$ cat src/rtl/rv_branch_predictor_if.sv
// Fetch-side lookup, EX-side resolution and redirect signals of the branch predictor.
interface rv_branch_predictor_if #(
  parameter int unsigned MXLEN = 32
);
  logic [MXLEN-1:0] if_pc_i;
  logic             if_pred_taken_o;
  logic [MXLEN-1:0] if_pred_target_o;
  logic             ex_valid_i;
  logic [MXLEN-1:0] ex_pc_i;
  logic             ex_taken_i;
  logic [MXLEN-1:0] ex_target_i;
  logic             ex_pred_taken_i;
  logic [MXLEN-1:0] ex_pred_target_i;
  logic             redirect_o;
  logic [MXLEN-1:0] redirect_pc_o;

  // Pipeline side: drives fetch PC and resolved branches, consumes predictions/redirects
  modport master (
    output if_pc_i, ex_valid_i, ex_pc_i, ex_taken_i, ex_target_i,
           ex_pred_taken_i, ex_pred_target_i,
    input  if_pred_taken_o, if_pred_target_o, redirect_o, redirect_pc_o
  );

  // Predictor side
  modport slave (
    input  if_pc_i, ex_valid_i, ex_pc_i, ex_taken_i, ex_target_i,
           ex_pred_taken_i, ex_pred_target_i,
    output if_pred_taken_o, if_pred_target_o, redirect_o, redirect_pc_o
  );
endinterface

$ cat src/rtl/rv_branch_predictor.sv
// Bimodal (2-bit counter) predictor with a direct-mapped BTB. Looked up
// combinationally by IF, trained by EX, and raises a registered one-cycle
// redirect when EX finds the carried prediction was wrong.
module rv_branch_predictor #(
  parameter int unsigned MXLEN = 32,
  parameter int unsigned IDX_W = 6,
  parameter int unsigned TAG_W = 8
) (
  input  logic                 clk_i,
  input  logic                 rst_i,
  rv_branch_predictor_if.slave bp
);
  localparam int unsigned ENTRIES = 2 ** IDX_W;

  logic [1:0]       cnt_q     [ENTRIES];
  logic             btb_vld_q [ENTRIES];
  logic [TAG_W-1:0] btb_tag_q [ENTRIES];
  logic [MXLEN-1:0] btb_tgt_q [ENTRIES];

  logic             redirect_q;
  logic [MXLEN-1:0] redirect_pc_q;

  logic [IDX_W-1:0] lk_idx;
  logic [TAG_W-1:0] lk_tag;
  logic             lk_hit;
  logic             lk_taken;

  logic [IDX_W-1:0] up_idx;
  logic [TAG_W-1:0] up_tag;
  logic             mis;
  logic [MXLEN-1:0] fix_pc;

  // Fetch lookup from registered tables only; same-cycle updates are not bypassed
  always_comb begin
    lk_idx   = bp.if_pc_i[IDX_W+1:2];
    lk_tag   = bp.if_pc_i[IDX_W+TAG_W+1:IDX_W+2];
    lk_hit   = btb_vld_q[lk_idx] && (btb_tag_q[lk_idx] == lk_tag);
    lk_taken = lk_hit && cnt_q[lk_idx][1];
    bp.if_pred_taken_o  = lk_taken;
    bp.if_pred_target_o = lk_taken ? btb_tgt_q[lk_idx] : bp.if_pc_i + MXLEN'(4);
  end

  // Resolve the EX branch: table index/tag, mispredict detection, correct next PC
  always_comb begin
    up_idx = bp.ex_pc_i[IDX_W+1:2];
    up_tag = bp.ex_pc_i[IDX_W+TAG_W+1:IDX_W+2];
    mis    = bp.ex_valid_i &&
             ((bp.ex_pred_taken_i != bp.ex_taken_i) ||
              (bp.ex_taken_i && (bp.ex_pred_target_i != bp.ex_target_i)));
    fix_pc = bp.ex_taken_i ? bp.ex_target_i : bp.ex_pc_i + MXLEN'(4);
  end

  // Counters, BTB valid bits and redirect register; reset wins over any update
  always_ff @(posedge clk_i) begin
    if (rst_i) begin
      for (int unsigned k = 0; k < ENTRIES; k++) begin
        cnt_q[k]     <= 2'b01;
        btb_vld_q[k] <= 1'b0;
      end
      redirect_q    <= 1'b0;
      redirect_pc_q <= '0;
    end else begin
      redirect_q <= mis;
      if (mis) begin
        redirect_pc_q <= fix_pc;
      end
      if (bp.ex_valid_i) begin
        if (bp.ex_taken_i) begin
          if (cnt_q[up_idx] != 2'b11) begin
            cnt_q[up_idx] <= cnt_q[up_idx] + 2'b01;
          end
          btb_vld_q[up_idx] <= 1'b1;
        end else if (cnt_q[up_idx] != 2'b00) begin
          cnt_q[up_idx] <= cnt_q[up_idx] - 2'b01;
        end
      end
    end
  end

  // BTB tag/target payload: only meaningful behind a valid bit, so no reset
  always_ff @(posedge clk_i) begin
    if (!rst_i && bp.ex_valid_i && bp.ex_taken_i) begin
      btb_tag_q[up_idx] <= up_tag;
      btb_tgt_q[up_idx] <= bp.ex_target_i;
    end
  end

  // Registered redirect outputs
  always_comb begin
    bp.redirect_o    = redirect_q;
    bp.redirect_pc_o = redirect_pc_q;
  end
endmodule

$ cat src/flat_wrapper.sv
// flat-port wrapper written by rule: the top's interface ports become plain ports
module rv_branch_predictor_flat 
#(
  parameter int unsigned MXLEN = 32,
  parameter int unsigned IDX_W = 6,
  parameter int unsigned TAG_W = 8
)
  (clk_i, rst_i, bp_if_pc_i, bp_ex_valid_i, bp_ex_pc_i, bp_ex_taken_i, bp_ex_target_i, bp_ex_pred_taken_i, bp_ex_pred_target_i, bp_if_pred_taken_o, bp_if_pred_target_o, bp_redirect_o, bp_redirect_pc_o);
  rv_branch_predictor_if #(.MXLEN(MXLEN)) bp_i ();
  input  logic clk_i;
  input  logic rst_i;
  input wire logic [$bits(bp_i.if_pc_i)-1:0] bp_if_pc_i;
  input wire logic [$bits(bp_i.ex_valid_i)-1:0] bp_ex_valid_i;
  input wire logic [$bits(bp_i.ex_pc_i)-1:0] bp_ex_pc_i;
  input wire logic [$bits(bp_i.ex_taken_i)-1:0] bp_ex_taken_i;
  input wire logic [$bits(bp_i.ex_target_i)-1:0] bp_ex_target_i;
  input wire logic [$bits(bp_i.ex_pred_taken_i)-1:0] bp_ex_pred_taken_i;
  input wire logic [$bits(bp_i.ex_pred_target_i)-1:0] bp_ex_pred_target_i;
  output wire logic [$bits(bp_i.if_pred_taken_o)-1:0] bp_if_pred_taken_o;
  output wire logic [$bits(bp_i.if_pred_target_o)-1:0] bp_if_pred_target_o;
  output wire logic [$bits(bp_i.redirect_o)-1:0] bp_redirect_o;
  output wire logic [$bits(bp_i.redirect_pc_o)-1:0] bp_redirect_pc_o;
  assign bp_i.if_pc_i = bp_if_pc_i;
  assign bp_i.ex_valid_i = bp_ex_valid_i;
  assign bp_i.ex_pc_i = bp_ex_pc_i;
  assign bp_i.ex_taken_i = bp_ex_taken_i;
  assign bp_i.ex_target_i = bp_ex_target_i;
  assign bp_i.ex_pred_taken_i = bp_ex_pred_taken_i;
  assign bp_i.ex_pred_target_i = bp_ex_pred_target_i;
  assign bp_if_pred_taken_o = bp_i.if_pred_taken_o;
  assign bp_if_pred_target_o = bp_i.if_pred_target_o;
  assign bp_redirect_o = bp_i.redirect_o;
  assign bp_redirect_pc_o = bp_i.redirect_pc_o;
  rv_branch_predictor #(.MXLEN(MXLEN), .IDX_W(IDX_W), .TAG_W(TAG_W)) u_core (.clk_i(clk_i), .rst_i(rst_i), .bp(bp_i));
endmodule
$ cat config.mk
export PLATFORM = sky130hd
export DESIGN_NAME = rv_branch_predictor_flat
export DESIGN_NICKNAME = d
export VERILOG_FILES = /design/src/rtl/rv_branch_predictor_if.sv /design/src/rtl/rv_branch_predictor.sv /design/src/flat_wrapper.sv
export SDC_FILE = /design/constraint.sdc
export NUM_CORES = 2
export LEC_CHECK = 0
export ABC_AREA = 0
export CORE_MARGIN = 3
export CORE_UTILIZATION = 45
export CTS_BUF_LIST = sky130_fd_sc_hd__clkbuf_4 sky130_fd_sc_hd__clkbuf_8
export DETAILED_ROUTE_END_ITERATION = 10
export GPL_ROUTABILITY_DRIVEN = 0
export GPL_TIMING_DRIVEN = 1
export MAX_ROUTING_LAYER = met4
export PLACE_DENSITY = 0.69
export SLEW_MARGIN = 20
export SYNTH_ARGS = -nofsm -noshare
export SYNTH_HDL_FRONTEND = slang
export SYNTH_SLANG_ARGS = --single-unit
export TNS_END_PERCENT = 1
$ cat constraint.sdc
create_clock -name clk_i -period 7.7 [get_ports clk_i]
set_input_delay 1.54 -clock clk_i [delete_from_list [all_inputs] [get_ports clk_i]]
set_output_delay 1.54 -clock clk_i [all_outputs]
set_load 0.05 [all_outputs]
* Yosys cells after proc, flatten, opt, wreduce, memory -nomap -nowiden *
Memory sizes are Yosys's and may differ from the RTL's.
Cells that the tools add are included.
W data, S select, Z words.

word-level totals
  register bits after elaboration = 33
  output and inout port bits = 66
  input port bits = 133
  word-level logic and storage cells = 53
  bits in writable memories = 2752
  memories = 4

memory list
  memory            depth  width  read ports  clocked after memory_dff  write ports  line                       RTL
  u_core.btb_tgt_q  64     32     1           0                         1            rv_branch_predictor.sv:18  logic [MXLEN-1:0] btb_tgt_q [ENTRIES];
  u_core.btb_tag_q  64     8      1           0                         1            rv_branch_predictor.sv:17  logic [TAG_W-1:0] btb_tag_q [ENTRIES];
  u_core.cnt_q      64     2      2           0                         64           rv_branch_predictor.sv:15  logic [1:0] cnt_q [ENTRIES];
  u_core.btb_vld_q  64     1      1           0                         64           rv_branch_predictor.sv:16  logic btb_vld_q [ENTRIES];

cells by class
  add/subtract/negate cells = 4
  bitwise logic cells = 1
  multiplexer cells = 27
  reductions and logical operators = 11
  eq/ne operators = 4

operator list
  cell                     number
  $add A32 B3 Y32 const B  2
  $mux W32                 2
  $ne A32 B32 Y1           1
  $mux W1                  21
  $mux W6                  2
  $eq A8 B8 Y1             1
  $logic_and A1 B1 Y1      6
  $mux W2                  2
  $add A2 B1 Y2 const B    1
  $ne A2 B2 Y1 const B     1
  $reduce_bool A2 Y1       1
  $reduce_or A2 Y1         1
  $sub A2 B1 Y2 const B    1
  $logic_not A1 Y1         1
  $logic_or A1 B1 Y1       1
  $ne A1 B1 Y1             1
  $or A1 B1 Y1             1
  $reduce_or A1 Y1         1

* Depth between registers and ports, before layout *
An unclocked memory read counts as a cell.

  word-level depth = 10
  mapped depth = 15
  gate-level depth less buffers = 10

* Least setup slack after synthesis *
Ideal clock, no wire load.

  path kind = in2out
  start point = in bp_if_pc_i[2]
  end point = out bp_if_pred_target_o[7]
  path buffers = 5
  path slack = 0.734 ns
  required time = 6.160 ns
  arrival time = 5.426 ns
  cell stages on the path = 13
  cell sequence = buf_2 buf_4 buf_2 buf_2 mux4_2 a22oi_1 nand4_1 a22oi_1 xor2_1 o21ai_0 nor4_2 buf_2 mux2i_1

on the way
  word-level cells in the longest chain between the ends = 5
  elaborated cells on any way between the ends = 9
  classes of those cells = add/sub: 1; eq/ne: 1; mux: 1; reduce/logical: 2; memory: 4

ends and longest elaborated chain
  element                       line                       RTL
  from (decl)                   flat_wrapper.sv:12         input wire logic [$bits(bp_i.if_pc_i)-1:0] bp_if_pc_i;
  $mem_v2 Z64 W8                --
  $eq A8 B8 Y1                  rv_branch_predictor.sv:37  lk_hit = btb_vld_q[lk_idx] && (btb_tag_q[lk_idx] == lk_tag);
  $logic_and A1 B1 Y1           rv_branch_predictor.sv:37
  $logic_and A1 B1 Y1 (*)       rv_branch_predictor.sv:38  lk_taken = lk_hit && cnt_q[lk_idx][1];
  named net bp_if_pred_taken_o  flat_wrapper.sv:19         output wire logic [$bits(bp_i.if_pred_taken_o)-1:0] bp_if_pred_taken_o;
  $mux W32 (*)                  rv_branch_predictor.sv:40  bp.if_pred_target_o = lk_taken ? btb_tgt_q[lk_idx] : bp.if_pc_i + MXLEN'(4);
  to (decl)                     flat_wrapper.sv:20         output wire logic [$bits(bp_i.if_pred_target_o)-1:0] bp_if_pred_target_o;

The timed path passes the listed nets; every way through them passes the cells marked *.

* Worst setup path after layout *
  start point = in bp_if_pc_i[2]
  end point = out bp_if_pred_target_o[28]

on the way
  word-level cells in the longest chain between the ends = 5
  elaborated cells on any way between the ends = 9
  classes of those cells = add/sub: 1; eq/ne: 1; mux: 1; reduce/logical: 2; memory: 4

ends and longest elaborated chain
  element              line
  $mem_v2 Z64 W8       --
  $eq A8 B8 Y1         rv_branch_predictor.sv:37
  $logic_and A1 B1 Y1  rv_branch_predictor.sv:37
  $logic_and A1 B1 Y1  rv_branch_predictor.sv:38
  $mux W32 (*)         rv_branch_predictor.sv:40

Mark *: on every way between the ends. The rest lies on a longest branch, timed or not.

==> results by group <==
Clock tree
  • CTS tree: built
  • Sink Count: 2785
  • Clock slew at reported path FFs: 0.06 ns
  • Clock Root Buffer: clkbuf_8
  • Resize count post-CTS: 0
  • CTS Hold Bufs: 0
  • Num CTS Buffers: ~440
  • H-Tree Depth: 5
  • CTS Buffer Depth: 4
  • Post-CTS Repair Setup Buffers: 0
  • Skew-Pair Late Insertion Delay: 1.09 ns

Layout
  • Fill count: 18710
  • Non-filler cells, final: 9238
  • Final net count: 5863
  • Share of cells above drive strength 1: about a third
  • Area growth syn-to-layout: 14.39%
  • Multi-input logic area: 0.02627 mm²
  • Register area: 0.08266 mm²
  • Fin area: 0.1258 mm²

GRT
  • Largest net degree at the start of global routing: 106
  • First-pass GRT wire length: 458700 µm
  • GR Util met1: 36.17%
  • Vias in the first global route: 57780
  • Grt met3 use: about 6.3%
  • GR Util met2: between 40% and 50%
  • Tot GR Track Use: 27.16%
  • Total grt overflow: 0
  • Antenna violations before repair: 25
  • Most used routing layer: met2

Yosys
  • Syn nets: 5261
  • Ys Warns: 0
  • Synthesized area: 0.1100 mm²
  • Synth Flop Type: edfxtp_1
  • Flops & latches, synth: about 2800
  • Syn avg cell area: 21.46 µm²
  • Post-synthesis sequential area ratio: 75.14%
  • Post-synth cell types: 72
  • Ys async rst share: 0%
  • Number of synthesized flops with an enable pin: 2688
  • Synth Instances: 5126

Drt
  • Vias: 58730
  • Pre-antenna DRT Iters: 5
  • Wire per inst: 36.03 µm
  • Post-Route WL: 332900 µm
  • Final ANT Viol Nets: 0
  • Starting DRT DRC Count: 9612
  • Drt via density: 6.357
  • Post-route DRC violation count: 0

STA
  • WHS: 0.4599 ns
  • Max_slew headroom: roughly 17%
  • # setup viols final: 0
  • Crit share post-route: 90.92%
  • Fin. Hold Viols: 0
  • Minimum clock period: 7.001 ns
  • Slew Limit Fails: 0
  • Final WS setup: 0.6991 ns
  • RSZ-0062 raised after global routing: no
  • Post-route setup TNS: 0 ns
  • Final setup skew: 0.02598 ns
  • Fmax: 142.8 MHz
  • Worst slew pin tran: 1.240 ns

Die
  • Initial Utilization: 45.48%
  • Core outline area: 0.2419 mm²
  • Die Ht: 500.4 µm
  • Row cnt: 180
  • Die ar.: about 0.25 mm²
  • Die W: 500.4 µm
  • Ports: a little under 200

Power
  • Peak VDD IR: 134.6 µV
  • Internal: 23.70 mW
  • Power Density: 242.1 mW/mm²
  • Clk pwr share: between 30% and 40%
  • Sw frac: ~22%
  • Logic pwr share: between 6 and 7%
  • P_leak: 39.52 nW
  • Reg power frac: ~55%
  • P_sw: between 6 and 7 mW

Worst hold path
  • Min-Delay Path Class: flop to flop
  • Min-Delay Path Depth: 2

Placement
  • Placed cell count: 8472
  • DP HPWL: 191700 µm
  • Dpl ws: 0.6649 ns
  • Port Buf Inserts: 198
  • Placed instance area: 0.1176 mm²

Flow run
  • Max-Cap Viols: 0

Critical path
  • Startpoint type of the worst setup path: primary input
  • Crit path DAT: 5.46 ns
  • Setup CP Type: primary input to output port
  • CP Capture Type: output port
  • CP required: 6.16 ns
  • R2R cell count: 9
  • Crit path max fanout: slightly above 50

Run status
  • Outcome: finished, final reports clean
-- cell usage in the layout (no fill, tap or decap), drive strengths merged, types with 31 or more instances in the layout --
master         instances
a21o                  32
a21oi                 31
and2                  42
and3                  41
buf                  369
clkbuf               596
clkdlybuf4s50        114
clkinv               125
dfxtp                 97
edfxtp              2688
inv                   77
mux2                  50
mux2i                 88
mux4                 815
nand2                146
nand3                 79
nor2                 137
o21ai                 53
o22ai                 72
xnor2                 42
xor2                  54
-- flip-flops by register name, summed over array words and instances, names as in the netlist --
signal	count
u_core.btb_vld_q	64
u_core.btb_tag_q	512
u_core.cnt_q	128
u_core.bp.redirect_pc_o	32
u_core.btb_tgt_q	2048
u_core.bp.redirect_o	1
-- cells by family after synthesis --
kind of cell,after synthesis,synth area share (%)
AO/OA/AOI/OAI,330,2.088
XOR/XNOR,96,0.7643
adder cells (fa/ha/maj),2,0.02274
buffers and inverters,398,1.457
flip-flops,2785,75.14
multiplexers,953,18.00
AND/OR/NAND/NOR,562,2.533
-- synth_stat cells (all sizes together), types with 3 or more instances --
cell type  instances  area [µm²]
nand4             26       162.7
nor4              12       81.33
and3b              6       52.55
xor2              54       473.0
a2111oi            4       60.06
clkinv             4       15.01
dfxtp             97        1942
edfxtp          2688       80720
a31o              25       219.0
a32oi              6       52.55
a221o              4       40.04
mux2              50       563.0
nor3              21       138.9
mux2i             88       880.8
o211ai            17       127.6
and2              42       265.3
and4               6       52.55
nor3b              5       37.54
or3                3       18.77
nand3b             8       60.06
nand2            146       550.5
nor2             137       514.2
nor2b             14       87.58
a22oi             24       180.2
and3              41       256.5
a31oi             11       68.82
a221oi            10       87.58
nand2b             9       56.30
buf              135       615.6
a211oi             9       67.56
inv               73       274.0
nand3             79       395.4
o221ai             3       26.28
mux4             815       18360
a21o              32       240.2
clkbuf           186       698.2
o22ai             72       450.4
o21ai             53       265.3
a21oi             31       155.2
xnor2             42       367.9
or3b               3       26.28
o21bai             8       60.06
or2                3       18.77
-- through the flow --
step	total power, mW	utilization, %
after floorplan	18.01	-
after global placement	18.83	48.60
after detailed placement	18.86	48.62
after CTS	30.58	51.99
after global routing	31.33	52.02
final	30.46	52.02
-- final cells by class --
class                      instances  area share (%)
tap                             3185           3.167
sequential                      2785           65.69
timing repair buffer             483           3.520
clock inverter                   143          0.6582
multi-input combinational       1943           20.87
inverter                          77          0.2356
clock buffer                     596           5.808
antenna                           26         0.05170
-- worst max-delay path, stage by stage --
cell and delay [ns]:
buf_8 0.50, buf_12 0.29, mux4_2 0.54, o21ai_0 0.35, nand3_1 0.21, a22oi_1 0.37, xor2_1 0.18, o21ai_0 0.15
nor4_4 0.39, buf_12 0.30, mux2_2 0.39, buf_4 0.19
-- per-layer routing --
layer / up-vias / share of wire (%) / routed length, µm
li1: 22770 / - / -
met1: 31210 / 37 / 123100
met2: 4062 / 47 / 156700
met3: 687 / 11 / 38280
met4: 0 / 4.4 / 14760
met5: - / 0 / 0
-- final timing paths --
check                                               end  slack [ns]                 start
worst max register to register      u_core.cnt_q[11][1]        3.52   u_core.cnt_q[32][1]
worst max-delay path            bp_if_pred_target_o[28]        0.70         bp_if_pc_i[2]
worst min register to register     u_core.btb_vld_q[16]        0.46  u_core.btb_vld_q[16]
worst min-delay path               u_core.btb_vld_q[16]        0.46  u_core.btb_vld_q[16]
-- power by group through the flow --
| stage | Combinational [mW] | Sequential [mW] | Clock (mW) |
|---|---|---|---|
| 3_5_place_dp | 1.86 | 17.0 | 0 |
| 4_1_cts | 1.87 | 16.7 | 12.0 |
| 6_report | 1.87 | 16.7 | 11.9 |
| 5_1_grt | 1.95 | 16.7 | 12.7 |
| 3_3_place_gp | 1.84 | 17.0 | 0 |
| 2_1_floorplan | 0.985 | 17.0 | 0 |
Power figures use the tool's default switching activity.
